===== src/rtl/uart_tx_arbiter.sv =====
// Round-robin arbiter/sequencer sharing one UART tx serializer among NUM_REQ byte producers.
// Define UART_ARB_PRIO0_EN to give requester 0 strict priority over a round-robin of the rest.
module uart_tx_arbiter #(
    parameter int unsigned NUM_REQ        = 4,
    parameter int unsigned DATA_BITS      = 8,
    parameter int unsigned TIMEOUT_CYCLES = 65535
) (
    input  logic                           clk,
    input  logic                           arst_n,
    input  logic [NUM_REQ-1:0]             req_valid,
    input  logic [NUM_REQ*DATA_BITS-1:0]   req_data,
    output logic [NUM_REQ-1:0]             req_ready,
    output logic                           tx_start,
    output logic [DATA_BITS-1:0]           tx_din,
    input  logic                           tx_done,
    input  logic                           tx_idle,
    output logic [$clog2(NUM_REQ)-1:0]     grant_id,
    output logic                           busy,
    output logic                           timeout_err,
    input  logic                           err_clr
);

    localparam int unsigned ID_W = $clog2(NUM_REQ);
    localparam int unsigned WD_W = $clog2(TIMEOUT_CYCLES + 1);

    typedef enum logic [1:0] {
        S_IDLE      = 2'd0,
        S_LAUNCH    = 2'd1,
        S_WAIT_DONE = 2'd2
    } state_t;

    state_t                state;
    logic [ID_W-1:0]       ptr;
    logic [WD_W-1:0]       wd_cnt;
    logic [ID_W-1:0]       winner_c;
    logic                  found_c;
    logic                  grant_c;
    logic [DATA_BITS-1:0]  data_c;
    int unsigned           idx;

    // Winner search: first valid index after ptr, wrapping.
    always_comb begin
        winner_c = '0;
        found_c  = 1'b0;
        idx      = 0;
`ifdef UART_ARB_PRIO0_EN
        if (req_valid[0]) begin
            found_c = 1'b1;
        end else begin
            for (int unsigned k = 1; k < NUM_REQ; k++) begin
                idx = 1 + ((32'(ptr) + NUM_REQ - 2 + k) % (NUM_REQ - 1));
                if (!found_c && req_valid[idx]) begin
                    found_c  = 1'b1;
                    winner_c = ID_W'(idx);
                end
            end
        end
`else
        for (int unsigned k = 1; k <= NUM_REQ; k++) begin
            idx = (32'(ptr) + k) % NUM_REQ;
            if (!found_c && req_valid[idx]) begin
                found_c  = 1'b1;
                winner_c = ID_W'(idx);
            end
        end
`endif
    end

    assign data_c    = req_data[32'(winner_c)*DATA_BITS +: DATA_BITS];
    assign grant_c   = arst_n && (state == S_IDLE) && tx_idle && found_c;
    assign req_ready = grant_c ? (NUM_REQ'(1) << winner_c) : '0;

    // Sequencer: accept, launch, then wait for stop-bit completion or watchdog expiry.
    always_ff @(posedge clk or negedge arst_n) begin
        if (!arst_n) begin
            state       <= S_IDLE;
            ptr         <= ID_W'(NUM_REQ - 1);
            wd_cnt      <= '0;
            tx_start    <= 1'b0;
            tx_din      <= '0;
            grant_id    <= '0;
            busy        <= 1'b0;
            timeout_err <= 1'b0;
        end else begin
            tx_start <= 1'b0;
            if (err_clr) begin
                timeout_err <= 1'b0;
            end
            case (state)
                S_IDLE: begin
                    if (grant_c) begin
                        tx_din   <= data_c;
                        grant_id <= winner_c;
                        tx_start <= 1'b1;
                        busy     <= 1'b1;
                        state    <= S_LAUNCH;
                    end
                end
                S_LAUNCH: begin
                    wd_cnt <= '0;
                    state  <= S_WAIT_DONE;
                end
                S_WAIT_DONE: begin
                    if (tx_done || (wd_cnt == WD_W'(TIMEOUT_CYCLES - 1))) begin
                        if (!tx_done) begin
                            timeout_err <= 1'b1;
                        end
`ifdef UART_ARB_PRIO0_EN
                        if (grant_id != '0) begin
                            ptr <= grant_id;
                        end
`else
                        ptr <= grant_id;
`endif
                        busy  <= 1'b0;
                        state <= S_IDLE;
                    end else if (wd_cnt != WD_W'(TIMEOUT_CYCLES)) begin
                        wd_cnt <= wd_cnt + WD_W'(1);
                    end
                end
                default: begin
                    busy  <= 1'b0;
                    state <= S_IDLE;
                end
            endcase
        end
    end

endmodule


===== config.mk =====
export PLATFORM = sky130hd
export DESIGN_NAME = uart_tx_arbiter
export DESIGN_NICKNAME = d
export VERILOG_FILES = /design/src/rtl/uart_tx_arbiter.sv
export SDC_FILE = /design/constraint.sdc
export NUM_CORES = 1
export LEC_CHECK = 0
export CAP_MARGIN = 20
export CORE_MARGIN = 10
export CORE_UTILIZATION = 35
export CTS_CLUSTER_SIZE = 24
export DETAILED_ROUTE_END_ITERATION = 8
export PLACE_DENSITY = 0.66
export SLEW_MARGIN = 5
export SYNTH_ARGS = -nofsm -noshare
export SYNTH_HDL_FRONTEND = slang
export SYNTH_SLANG_ARGS = --single-unit

===== constraint.sdc =====
create_clock -name clk -period 6.4 [get_ports clk]
set_clock_uncertainty 0.2 [all_clocks]
set_input_delay 1.92 -clock clk [delete_from_list [all_inputs] [get_ports clk]]
set_output_delay 1.92 -clock clk [all_outputs]
set_load 0.1 [all_outputs]

Yosys cells after proc, flatten, opt, wreduce, memory -nomap -nowiden. Index checks and enable logic that the tools add are counted.

Register bits after elaboration: 33. Input bits: 41.

$add $sub $neg: 5. $lt $le $gt $ge: 4. Eq/ne operators: 8. Shifts and indexed selects: 2. Mux-type cells: 32. Bitwise operators: 1. Reductions and logical operators: 17.

Operators by type and width (number): $mux W16 (2); $pmux W16 S2 (1); $shiftx A32 B6 Y8 (1); $add A16 B1 Y16 const B (1); $eq A16 B16 Y1 const B (1); $mux W1 (16); $ne A16 B16 Y1 const B (1); $lt A2 B3 Y1 const B (4); $mux W2 (6); $bmux W1 S2 (4); $ne A2 B2 Y1 const B (4); $logic_and A1 B1 Y1 (6); $pmux W2 S3 (1); $reduce_and A2 Y1 (3); $reduce_and A3 Y1 (2); $add A2 B1 Y2 const B (2); $add A2 B2 Y2 const B (2); $mux W4 (1); $shl A1 B2 Y4 const A (1); $logic_not A1 Y1 (3); $pmux W1 S3 (1); $eq A2 B1 Y1 const B (1); $eq A2 B2 Y1 const B (1); $logic_not A2 Y1 (1); other kinds (3) (3).

Depth between registers and ports, before layout.
Depth in word-level cells: 16. Mapped depth: 8. Gate-level depth less buffers: 7.

Least setup slack after synthesis. Ideal clock, no wire load.

Kind: input to output. Start point: input port req_valid[3]. End point: output port req_ready[0]. Arrival time: 4910 ps. Data required time: 4280 ps. Setup slack: -630 ps. Cell stages on the path: 5. Cell sequence: nand2b_1 -> a22oi_1 -> o221ai_1 -> clkbuf_1 -> nor3b_1.

Word-level cells in the longest chain between the ends: 14.

Ends and longest elaborated chain: start: declaration (RTL line 10) `input logic [NUM_REQ-1:0] req_valid,`; $bmux W1 S2 (RTL line 61) `if (!found_c && req_valid[idx]) begin`; $mux W1 (implied by the code) (RTL line 61); $mux W1 (RTL line 61); $logic_not A1 Y1 (RTL line 61); $logic_and A1 B1 Y1 (RTL line 61); $mux W1 (RTL line 61); $logic_not A1 Y1 (RTL line 61); $logic_and A1 B1 Y1 (RTL line 61); $mux W1 (RTL line 61); $logic_not A1 Y1 (RTL line 61); $logic_and A1 B1 Y1 (RTL line 61); $mux W2 / $mux W1 (equally long branches) (RTL line 61); $shl A1 B2 Y4 / $logic_and A1 B1 Y1 (equally long branches) (RTL line 71, 70); $mux W4 (*) (RTL line 71) `assign req_ready = grant_c ? (NUM_REQ'(1) << winner_c) : '0;`; end: declaration (RTL line 12) `output logic [NUM_REQ-1:0] req_ready,`.

Every way passes the cells marked *; elsewhere a longest branch is shown, timed or not. The select of a mux whose other input is x is not followed.

Worst setup path in the final report.
Start point: input port req_valid[3]. End point: output port req_ready[1].

Same word-level chain as after synthesis.

==> key figures <==
Outcome
  – Run status: completed

Global routing
  – Largest net degree at the start of global routing: 34
  – Congestion Overflow GR: 0
  – Initial antenna violation count: 0
  – Vias in the first global route: between 1500 and 2000
  – Total track usage: 11.9%
  – First-pass GRT wire length: 8.56 mm

Floorplanning
  – I/O pins: between 50 and 60
  – Die Y: 95.0 um
  – Die Area: 9030 um^2
  – Die X: roughly 95 um
  – Total core area: 5470 um^2
  – Num rows: 27
  – Starting Density: a little over a third

STA
  – Finish-stage setup viols: 0
  – Final period util: between 90% and 100%
  – Min Tclk post-route: 5.80 ns
  – RSZ-0062 raised after global routing: no
  – Hold_ws: approximately 0.29 ns
  – Fin. max-slew vios: 0
  – Fin Setup TNS: 0 ns
  – Final hold viol count: 0
  – Max-Slew Margin vs Limit: 32.3%
  – Max Clock Freq: between 0.15 and 0.2 GHz
  – Worst-margin pin slew: 1.01 ns

Worst setup path
  – Register-to-register setup slack: 3.79 ns
  – Critical path startpoint: req_valid[3]
  – Crit path DAT: 3.68 ns
  – RR Endpoint: wd_cnt[13]
  – Crit-path cells: clkdlybuf4s50_1 -> or4_1 -> nand4_1 -> inv_2 -> and3_1 -> buf_12
  – Slowest cell delay on critical path: 0.54 ns
  – Register-to-Register Path Depth: 7
  – Slowest cell on the critical path: or4_1
  – Crit start category: input pin
  – Reg2reg start: wd_cnt[0]
  – Setup CP Type: in -> out
  – CP Capture Point: req_ready[1]
  – WP data required: 4.28 ns
  – CP Capture Type: output pin
  – Crit path max fanout: 6

Cells and area
  – Layout cells sized above 1: 10.6%
  – Finished Cell Area: 2790 um^2
  – Area of the multi-input gates: 1100 um^2
  – N_diodes: 0
  – Area growth syn-to-layout: 41.7%
  – Final nets: 311
  – FF+latch area: 828 um^2
  – FILL cells: 517

Hold path
  – Hold/Removal Path Class: reg -> reg

Detailed routing
  – DRC viols: 0
  – Iter 0 DRT Violations: 48
  – Pre-Repair DR Iteration Count: 4
  – Antenna Nets Post-Route: 0
  – Via/cell ratio: 5.17
  – Routed len/inst: 15.8 um
  – Total wire length: 5.33 mm
  – Via count: 1741

Clocking
  – Clk sink count: 33
  – Hold buffer count at cts: 0
  – Clock Latency Late Sink: 0.29 ns
  – TritonCTS clock tree: done
  – Clock-pin slew on the worst setup and hold paths: roughly 0.070 ns
  – Clock Tree Buf Depth: 2
  – CTS root buf: clkbuf_8
  – Cts bufs inserted: 5
  – PostCTS Resize Cnt: 0
  – Htree depth: 2
  – Setup Fix Bufs, Post-CTS: 0

Power and ir drop
  – Maximum VDD drop: 0.297 mV
  – Overall power: 1.11 mW
  – Pwr dens: 397 nW/um^2
  – Leakage: 1.17 nW

Synth
  – Post-Syn Nets: 250
  – Mapped Cells: 203
  – Top_reg_cell synth: dfrtp_1
  – Syn Area/Cell: ~9.7 um^2
  – Sequential area share after synthesis: 42.0%
  – FF+latch count, synth: 33
  – Post-synth EDFFs: 0
  – Synth unique cells: 44
  – Synthesized area: 1970 um^2
  – Ys Warns: 0
  – Post-synth ARST share: 100%

Placement
  – Gpl congestion: 0.781
  – Port Buffers: 57
  – Placed inst area: 2690 um^2
  – Post-DP HPWL: 4.20 mm

Run
  – Max-Cap Viols: 0
[cell type report]
cell class	instances	share of cell area [%]
timing repair buffer	62	23.2
clock buffer	7	3.45
clock inverter	1	0.179
sequential	33	29.7
multi-input combinational	155	39.3
tap	72	3.23
inverter	7	0.941
[layout by cell type, fill, tap and decap left out, drive strengths merged, types with 2 or more instances in the layout]
master and count:
clkdlybuf4s50 53, dfrtp 31, nand2 24, mux2i 17, nor2 12, o221ai 9
o21ai 9, buf 9, clkbuf 7, inv 7, nand2b 6, a21oi 6
xor2 6, ha 6, nand4 5, nand3 5, xnor2 5, and4 5
mux2 4, nor3 4, or4 3, and3 3, o31ai 3, nor4 3
nor3b 2, a21o 2, nor2b 2, o211ai 2, dfstp 2
[per-layer routing]
layer | track usage, % | wire length [um] | up-vias
met5 | 0 | 0 | -
met4 | 5.99 | 104 | 0
li1 | - | - | 870
met1 | 14.3 | 2290 | 836
met3 | 2.28 | 180 | 8
met2 | 19.9 | 2760 | 27
[flip-flops by register name, indices dropped and copies added, names as in the netlist]
name         count
wd_cnt          16
tx_din           8
grant_id         2
ptr              2
state            2
busy             1
timeout_err      1
tx_start         1
[where the power goes]
part,total [mW],switching [mW],internal [mW]
sequential,0.298,0.0368,0.261
combinational,0.635,0.442,0.193
clock,0.174,0.0773,0.0972
[worst max-delay path, delay by kind of cell]
| family | cells | cell delay (ns) |
|---|---|---|
| buffers and inverters | 3 | 0.76 |
| AND/OR/NAND/NOR | 3 | 0.99 |
[cell families after synthesis]
| family | after synthesis | share of synthesized area, % |
|---|---|---|
| and+or+nand+nor | 77 | 20.8 |
| xor gates and xnor gates | 11 | 4.89 |
| buffers and inverters | 15 | 3.30 |
| adders and majority gates | 6 | 3.81 |
| muxes | 21 | 10.9 |
| AOI/OAI and AO/OA | 40 | 14.2 |
| DFF | 33 | 42.0 |
[synthesized netlist by cell type (2+ instances only)]
| cell type | instances | area share (%) |
|---|---|---|
| a21o_1 | 2 | 0.76 |
| a21oi_1 | 6 | 1.5 |
| and3_1 | 3 | 0.95 |
| and4_4 | 4 | 2.3 |
| clkbuf_1 | 6 | 1.1 |
| dfrtp_1 | 31 | 39 |
| dfstp_2 | 2 | 2.7 |
| ha_1 | 6 | 3.8 |
| inv_1 | 6 | 1.1 |
| mux2_1 | 4 | 2.3 |
| mux2i_1 | 17 | 8.6 |
| nand2_1 | 24 | 4.6 |
| nand2b_1 | 6 | 1.9 |
| nand3_1 | 5 | 1.3 |
| nand4_1 | 5 | 1.6 |
| nor2_1 | 12 | 2.3 |
| nor2b_1 | 2 | 0.63 |
| nor3_1 | 4 | 1.0 |
| nor3b_1 | 2 | 0.76 |
| nor4_1 | 3 | 0.95 |
| o211ai_1 | 2 | 0.76 |
| o21ai_0 | 5 | 1.3 |
| o21ai_1 | 4 | 1.0 |
| o221ai_1 | 9 | 4.0 |
| o31ai_1 | 3 | 1.1 |
| or4_1 | 3 | 1.1 |
| xnor2_1 | 5 | 2.2 |
| xor2_1 | 6 | 2.7 |
[through the flow]
step           cells  setup slack (ns)  utilization (%)
2_1_floorplan    203             0.308                -
3_3_place_gp     329             0.642             49.2
3_5_place_dp     329             0.608             49.2
4_1_cts          337             0.593             51.0
5_1_grt          337             0.475             51.0
6_report         337             0.601             51.0
[how the worst min path moves through the flow]
stage,start,end,slack (ns),depth (start not counted)
final,tx_din[4],tx_din[4],0.29,2
after global placement,tx_din[0],tx_din[0],0.27,2
after detailed placement,tx_din[4],tx_din[4],0.28,2
after CTS,tx_din[4],tx_din[4],0.30,2
after global routing,tx_din[6],tx_din[6],0.32,2
after floorplan,state[1],state[1],0.29,1
No activity file was read; power rests on OpenSTA's default activity.
